$ cat config.mk
export PLATFORM = sky130hd
export DESIGN_NAME = gaussian_frame_sequencer
export DESIGN_NICKNAME = d
export VERILOG_FILES = /design/src/rtl/gaussian_frame_sequencer.sv
export SDC_FILE = /design/constraint.sdc
export NUM_CORES = 1
export LEC_CHECK = 0
export BUFFER_PORTS_ARGS = -buffer_cell sky130_fd_sc_hd__buf_4
export CORE_MARGIN = 3
export CORE_UTILIZATION = 50
export CTS_CLUSTER_SIZE = 40
export DETAILED_ROUTE_END_ITERATION = 8
export PLACE_DENSITY_LB_ADDON = 0.15
export SYNTH_ARGS = -nofsm -noshare
export SYNTH_HDL_FRONTEND = slang
export SYNTH_SLANG_ARGS = --single-unit
$ cat constraint.sdc
create_clock -name i_clk -period 5.1 [get_ports i_clk]
set_clock_uncertainty 0.05 [all_clocks]
set_input_delay 0.51 -clock i_clk [delete_from_list [all_inputs] [get_ports i_clk]]
set_output_delay 0.51 -clock i_clk [all_outputs]
set_load 0.02 [all_outputs]
$ cat src/rtl/gaussian_frame_sequencer.sv
`default_nettype none
// +----------------------------------------------------------------------------+
// | gaussian_frame_sequencer: frame gating, output monitor and watchdog       |
// | Revision: 1.0                                                              |
// +----------------------------------------------------------------------------+
module gaussian_frame_sequencer #(
  parameter int IMG_W       = 640,
  parameter int IMG_H       = 480,
  parameter int TIMEOUT_CYC = 1048576
) (
  input  logic       i_clk,
  input  logic       i_rst,
  input  logic       i_start,
  input  logic [7:0] i_num_frames,
  input  logic       i_abort,
  input  logic       i_intr_clr,
  input  logic [7:0] i_src_data,
  input  logic       i_src_valid,
  output logic       o_src_ready,
  output logic [7:0] o_flt_data,
  output logic       o_flt_valid,
  input  logic       i_flt_ready,
  output logic       o_flt_rst,
  input  logic       i_res_valid,
  input  logic       i_res_ready,
  input  logic       i_res_last,
  output logic       o_busy,
  output logic       o_frame_done,
  output logic [7:0] o_frames_completed,
  output logic       o_done_intr,
  output logic [1:0] o_err
);

  localparam int          c_COL_W = (IMG_W > 1) ? $clog2(IMG_W) : 1;
  localparam int          c_LIN_W = (IMG_H > 1) ? $clog2(IMG_H) : 1;
  localparam int          c_WD_W  = $clog2(TIMEOUT_CYC + 1);
  localparam logic [18:0] c_EXP   = 19'(IMG_W * (IMG_H - 2));

  typedef enum logic [2:0] {
    S_IDLE  = 3'd0,
    S_FLUSH = 3'd1,
    S_FEED  = 3'd2,
    S_DRAIN = 3'd3,
    S_HALT  = 3'd4
  } state_t;

  state_t              r_state;
  logic [7:0]          r_num;
  logic [7:0]          r_frames;
  logic [c_COL_W-1:0]  r_col;
  logic [c_LIN_W-1:0]  r_line;
  logic [18:0]         r_out_cnt;
  logic [c_WD_W-1:0]   r_wd;
  logic                r_frame_done;
  logic                r_done_intr;
  logic [1:0]          r_err;

  logic        w_feed;
  logic        w_mon;
  logic        w_in_beat;
  logic        w_out_beat;
  logic        w_col_end;
  logic        w_last_in;
  logic        w_wd_fire;
  logic [18:0] w_out_cnt_nxt;
  logic [7:0]  w_frames_nxt;

  assign w_feed        = (r_state == S_FEED);
  assign w_mon         = w_feed || (r_state == S_DRAIN);
  assign w_in_beat     = w_feed && i_src_valid && i_flt_ready;
  assign w_out_beat    = w_mon && i_res_valid && i_res_ready;
  assign w_col_end     = (r_col == c_COL_W'(IMG_W - 1));
  assign w_last_in     = w_in_beat && w_col_end && (r_line == c_LIN_W'(IMG_H - 1));
  assign w_wd_fire     = w_mon && !w_in_beat && !w_out_beat &&
                         (r_wd == c_WD_W'(TIMEOUT_CYC - 1));
  assign w_out_cnt_nxt = r_out_cnt + 19'd1;
  assign w_frames_nxt  = r_frames + 8'd1;

  // Pass-through is purely combinational so FEED adds no latency.
  assign o_src_ready        = w_feed && i_flt_ready;
  assign o_flt_valid        = w_feed && i_src_valid;
  assign o_flt_data         = i_src_data;
  assign o_busy             = (r_state != S_IDLE);
  assign o_flt_rst          = (r_state == S_FLUSH) || (r_state == S_HALT);
  assign o_frame_done       = r_frame_done;
  assign o_frames_completed = r_frames;
  assign o_done_intr        = r_done_intr;
  assign o_err              = r_err;

  always_ff @(posedge i_clk) begin
    if (i_rst) begin
      r_state      <= S_IDLE;
      r_num        <= 8'd0;
      r_frames     <= 8'd0;
      r_col        <= '0;
      r_line       <= '0;
      r_out_cnt    <= 19'd0;
      r_wd         <= '0;
      r_frame_done <= 1'b0;
      r_done_intr  <= 1'b0;
      r_err        <= 2'b00;
    end else begin
      r_frame_done <= 1'b0;
      if (i_intr_clr)
        r_done_intr <= 1'b0;

      if (w_mon) begin
        if (w_in_beat) begin
          if (w_col_end) begin
            r_col  <= '0;
            r_line <= (r_line == c_LIN_W'(IMG_H - 1)) ? '0 : r_line + 1'b1;
          end else begin
            r_col <= r_col + 1'b1;
          end
        end
        if (w_out_beat)
          r_out_cnt <= w_out_cnt_nxt;
        if (w_in_beat || w_out_beat)
          r_wd <= '0;
        else
          r_wd <= r_wd + 1'b1;
      end

      case (r_state)
        S_IDLE: begin
          if (i_start && (i_num_frames != 8'd0)) begin
            r_num     <= i_num_frames;
            r_frames  <= 8'd0;
            r_err     <= 2'b00;
            r_col     <= '0;
            r_line    <= '0;
            r_out_cnt <= 19'd0;
            r_wd      <= '0;
            r_state   <= S_FLUSH;
          end
        end
        S_FLUSH: begin
          r_col     <= '0;
          r_line    <= '0;
          r_out_cnt <= 19'd0;
          r_wd      <= '0;
          r_state   <= i_abort ? S_HALT : S_FEED;
        end
        S_FEED: begin
          // A last marker before the frame is fully fed is a framing error.
          if (w_out_beat && i_res_last)
            r_err[0] <= 1'b1;
          if (i_abort) begin
            r_state <= S_HALT;
          end else if (w_wd_fire) begin
            r_err[1] <= 1'b1;
            r_state  <= S_HALT;
          end else if (w_last_in) begin
            r_wd    <= '0;
            r_state <= S_DRAIN;
          end
        end
        S_DRAIN: begin
          if (i_abort) begin
            r_state <= S_HALT;
          end else if (w_out_beat && i_res_last) begin
            if (w_out_cnt_nxt != c_EXP)
              r_err[0] <= 1'b1;
            r_frames     <= w_frames_nxt;
            r_frame_done <= 1'b1;
            if (w_frames_nxt == r_num) begin
              r_done_intr <= 1'b1;
              r_state     <= S_IDLE;
            end else begin
              r_state <= S_FLUSH;
            end
          end else if (w_wd_fire) begin
            r_err[1] <= 1'b1;
            r_state  <= S_HALT;
          end
        end
        S_HALT:  r_state <= S_IDLE;
        default: r_state <= S_IDLE;
      endcase
    end
  end

endmodule
`default_nettype wire

# After elaboration in Yosys (flattened, before gate mapping)
# Cells that the tools add are included.
# word_totals
out_inout_bits,24
wordCells,114
inputBits,26
regBits,82
# op_classes
muxes,51
reduce_logical,28
eq_ne,18
addsub,5
n_bitwise,1
# ops
cell,count
$mux W21,6
$pmux W21 S3,1
$mux W19,3
$mux W9,5
$mux W10,4
$pmux W19 S2,1
$mux W3,8
$mux W8,3
$add A21 B1 Y21 const B,1
$eq A21 B20 Y1 const B,1
$pmux W10 S2,1
$add A19 B1 Y19 const B,1
$ne A19 B19 Y1 const B,1
$pmux W9 S2,1
$pmux W8 S2,1
$mux W1,13
$logic_and A1 B1 Y1,12
$pmux W3 S4,1
$add A10 B1 Y10 const B,1
$eq A10 B10 Y1 const B,1
$add A9 B1 Y9 const B,1
$eq A9 B9 Y1 const B,1
$add A8 B1 Y8 const B,1
$eq A8 B8 Y1,1
other kinds (22),33

# Logic depth before layout (Yosys ltp)
# depth
word_depth,11
ltp_mapped,9
ltp_nobuf,7

# Least setup slack after synthesis
# No wires, ideal clock.
# synth_path
path_type,register to register
start,register r_frames[0] (netlist: o_frames_completed[0])
end,register r_state[0]
setup_time_ns,0.117
arrival_ns,1.975
setup_slack_ns,2.958
required_time_ns,4.933
synth_period_minus_slack_ns,2.142
path_stages_with_launch,7
path_buffers,0
path_cell_list,dfxtp_1 > nand3_2 > or3_1 > a2111oi_0 > nor4b_2 > o32ai_1 > a22o_1
# synth_between
elab_chain_cells,6
# synth_lines
element,line,source
from (decl),49,logic [7:0] r_frames;
from (signal assigned),164,r_frames <= w_frames_nxt;
$add A8 B1 Y8,77,assign w_frames_nxt = r_frames + 8'd1;
$eq A8 B8 Y1,166,if (w_frames_nxt == r_num) begin
$mux W1,166,
$mux W3,161,end else if (w_out_beat && i_res_last) begin
$mux W3,159,if (i_abort) begin
$pmux W3 S4,124,case (r_state)
to (signal assigned),142,r_state <= i_abort ? S_HALT : S_FEED;
to (decl),47,state_t r_state;
# No other way between the ends.
# A chain may end at the register's enable or synchronous reset.

# Worst setup path after layout
# layout_path
start,register r_state[1]
end,register r_wd[13]
# layout_between
elab_chain_cells,11
word_cells_on_any_way,24
classes_between,eq/ne: 3; mux: 7; reduce/logical: 14
# layout_lines
element,line,source
"$eq A3 B2 Y1, on equally long branches","68, 124, 69",
$logic_or A1 B1 Y1,69,assign w_mon = w_feed || (r_state == S_DRAIN);
$logic_and A1 B1 Y1 (2 in a row),71,assign w_out_beat = w_mon && i_res_valid && i_res_ready;
$logic_or A1 B1 Y1,118,if (w_in_beat || w_out_beat)
$mux W21,118,
$mux W21,107,if (w_mon) begin
$mux W21,153,end else if (w_last_in) begin
$mux W21,150,end else if (w_wd_fire) begin
$mux W21,148,if (i_abort) begin
$pmux W21 S3 *,124,
to (signal assigned),121,r_wd <= r_wd + 1'b1;
to (decl),53,logic [c_WD_W-1:0] r_wd;
# Every way passes the cells marked *; elsewhere a longest branch is shown, timed or not.

==> metrics.csv <==
metric,value,unit
gp_congestion,0.7809,
start_kind,register,
drc,0,
fin_crit_sh,60.75,%
syn_area,4378,µm²
hpwl,6797,µm
r2r_cells,6,
wire_per_inst,14.11,µm
fin_tns_setup,0,ns
final_cells,661,
clkTransAtPathRegs,0.09,ns
drv_cap,0,
synth.top_cell.area_share,37.50,%
initial_core_util,52.49,%
criticalPathCategory,register to register,
max_freq,322.8,MHz
postCtsHoldBufs,0,
yosys_warnings,0,
area.growth.synth_to_final,9.974,%
num_vias,3740,
synth_top_cell_by_area,dfxtp_1,
clk_latency,0.35,ns
port_buffers,33,
grt_max_degree,28,
worst_setup_path_end_kind,register,
cts_setup_buffers,0,
setup_viol,0,
ys_ff_latch,82,
die_h,99.57,µm
wl,9330,µm
finalCriticalPeriod,3.098,ns
num-nets-final,583,
rsz0062_at_grt,no,
hold_depth,3,
ir_worst_vdd,0.1555,mV
placed_cells,645,
cts_tree,yes,
first_pass_iters,4,
cts_buffers,9,
drtIter0Drc,133,
viasPerCell,5.658,
grt_pass1_vias,3531,
worst_slew_pin_slew,1.071,ns
antenna_found_initial,0,
worstPathArrival,3.33,ns
finalMaxSlewViolations,0,
ys_seq_area_share,37.50,%
grt_pass1_wl,15810,µm
hold_viol_final,0,
root_buffer,clkbuf_8,
placed_cell_area,4621,µm²
synth_edf_count,0,
ys_top_cells_by_area,"dfxtp_1 (37%), nor2_1 (8.1%), xor2_1 (6.2%)",
regToRegSetupSlack,2.00,ns
synth_cells,536,
hp-class,primary input to register,
cts_resized,0,
async_flop_share,0,%
dieArea,9914,µm²
min_delay_worst_endpoint,r_num[0]$_SDFFE_PP0P_,
synthesis.nets,568,
maxSlewHeadroom,28.57,%
cp_max_fo,17,
rows,33,
drtAntennaViolNets,0,
grt_use_total,19.26,%
cts.path.max_buffers,2,
synthFlopType,dfxtp_1,
drive_above_1_share,12.59,%
pin_count,50,
outcome,"complete, no violations",
clock_sinks,82,
p_leak,0.001652,µW
synth_commonest_cells,"nor2_1 (94), dfxtp_1 (82), nand2_1 (44)",
yosysMostFrequentCell,nor2_1,
powerDensity,264.3,nW/µm²
overflow,0,
cts_htree_levels,3,
syn_area_per_cell,8.168,µm²
die_x,99.57,µm
r2r_start,r_state[1]$_SDFFE_PP0P_,
diodes,0,
synthDistinctLibCells,63,
core_area,8341,µm²
design_area,4815,µm²
r2r-end,r_wd[13]$_SDFF_PP0_,
hp-start,i_num_frames[0],
required,5.33,ns
==> worst max-delay path by stage <==
stage                                         end  slack [ns]                                from
2_1_floorplan             r_state[0]$_SDFFE_PP0P_        2.96  o_frames_completed[0]$_SDFFE_PP0P_
3_3_place_gp   o_frames_completed[7]$_SDFFE_PP0P_        2.08             r_state[1]$_SDFFE_PP0P_
3_5_place_dp                  r_wd[13]$_SDFF_PP0_        2.04             r_state[1]$_SDFFE_PP0P_
4_1_cts                       r_wd[13]$_SDFF_PP0_        2.02             r_state[1]$_SDFFE_PP0P_
5_1_grt                        r_wd[7]$_SDFF_PP0_        1.79             r_state[1]$_SDFFE_PP0P_
6_report                      r_wd[13]$_SDFF_PP0_        2.00             r_state[1]$_SDFFE_PP0P_
==> registers in the layout (all words and copies together), names as in the netlist <==
name / flops
r_col: 10
r_state: 3
o_frames_completed: 8
o_err: 2
r_out_cnt: 19
o_done_intr: 1
o_frame_done: 1
r_wd: 21
r_line: 9
r_num: 8
==> critical path: stages, from the launching register on <==
cell and delay [ns]:
dfxtp_1 0.70, nor2b_1 0.84, and3_1 0.34, a41oi_1 0.20
o311ai_2 0.39, nand4_4 0.30, nor2_1 0.20
==> kinds of logic after synthesis <==
| family | count (synthesis) | share of synthesized area, % |
|---|---|---|
| mux | 8 | 1.829 |
| simple gates | 270 | 31.72 |
| xor+xnor | 60 | 12.00 |
| buf+inv | 39 | 4.373 |
| compound gates | 71 | 10.86 |
| fa+ha+maj | 6 | 1.715 |
| flops | 82 | 37.50 |
==> power breakdown <==
group	leakage (µW)	switching (µW)	internal, µW	total [µW]
Sequential	0.000662	19.1	650	669
Clock	0.0000889	237	227	464
Combinational	0.000901	82.9	56.8	140
==> stage by stage <==
| step | utilization, % | worst slack (ns) | hold slack (ns) | total power [µW] |
|---|---|---|---|---|
| after CTS | 57.73 | 2.020 | 0.3296 | 1291 |
| final | 57.73 | 2.002 | 0.3463 | 1273 |
| after global placement | 55.40 | 2.081 | 0.4132 | 821.2 |
| after global routing | 57.73 | 1.793 | 0.3409 | 1335 |
| after detailed placement | 55.40 | 2.039 | 0.4198 | 824.1 |
| after floorplan | - | 2.958 | 0.3981 | 788.0 |
==> layout make-up <==
| type | count | area, µm² |
|---|---|---|
| fillers | 779 | 3526 |
| multi-input cells | 415 | 2559 |
| flip-flops and latches | 82 | 1642 |
| repair buffers | 34 | 255.2 |
| well taps | 105 | 131.4 |
| clock buffers | 10 | 127.6 |
| clock inverters | 6 | 66.31 |
| inverters | 9 | 33.78 |
==> layout by cell type, fill, tap and decap left out, types with 11 or more instances in the layout <==
cell type	instances
nand4_1	15
xnor2_1	29
a21oi_1	27
dfxtp_1	82
nand2_1	44
nand3_1	30
buf_4	34
o21ai_0	11
xor2_1	31
nor2_1	94
and3_1	13
nor3_1	14
==> layer usage <==
| metal | routed length (µm) | GRT usage [%] | vias to the layer above |
|---|---|---|---|
| met3 | 389 | 4.067 | 8 |
| li1 | - | - | 1900 |
| met4 | 98 | 5.777 | 0 |
| met5 | 0 | 0 | - |
| met2 | 4382 | 32.02 | 62 |
| met1 | 4458 | 25.16 | 1770 |
(Power assumes the default switching activity.)
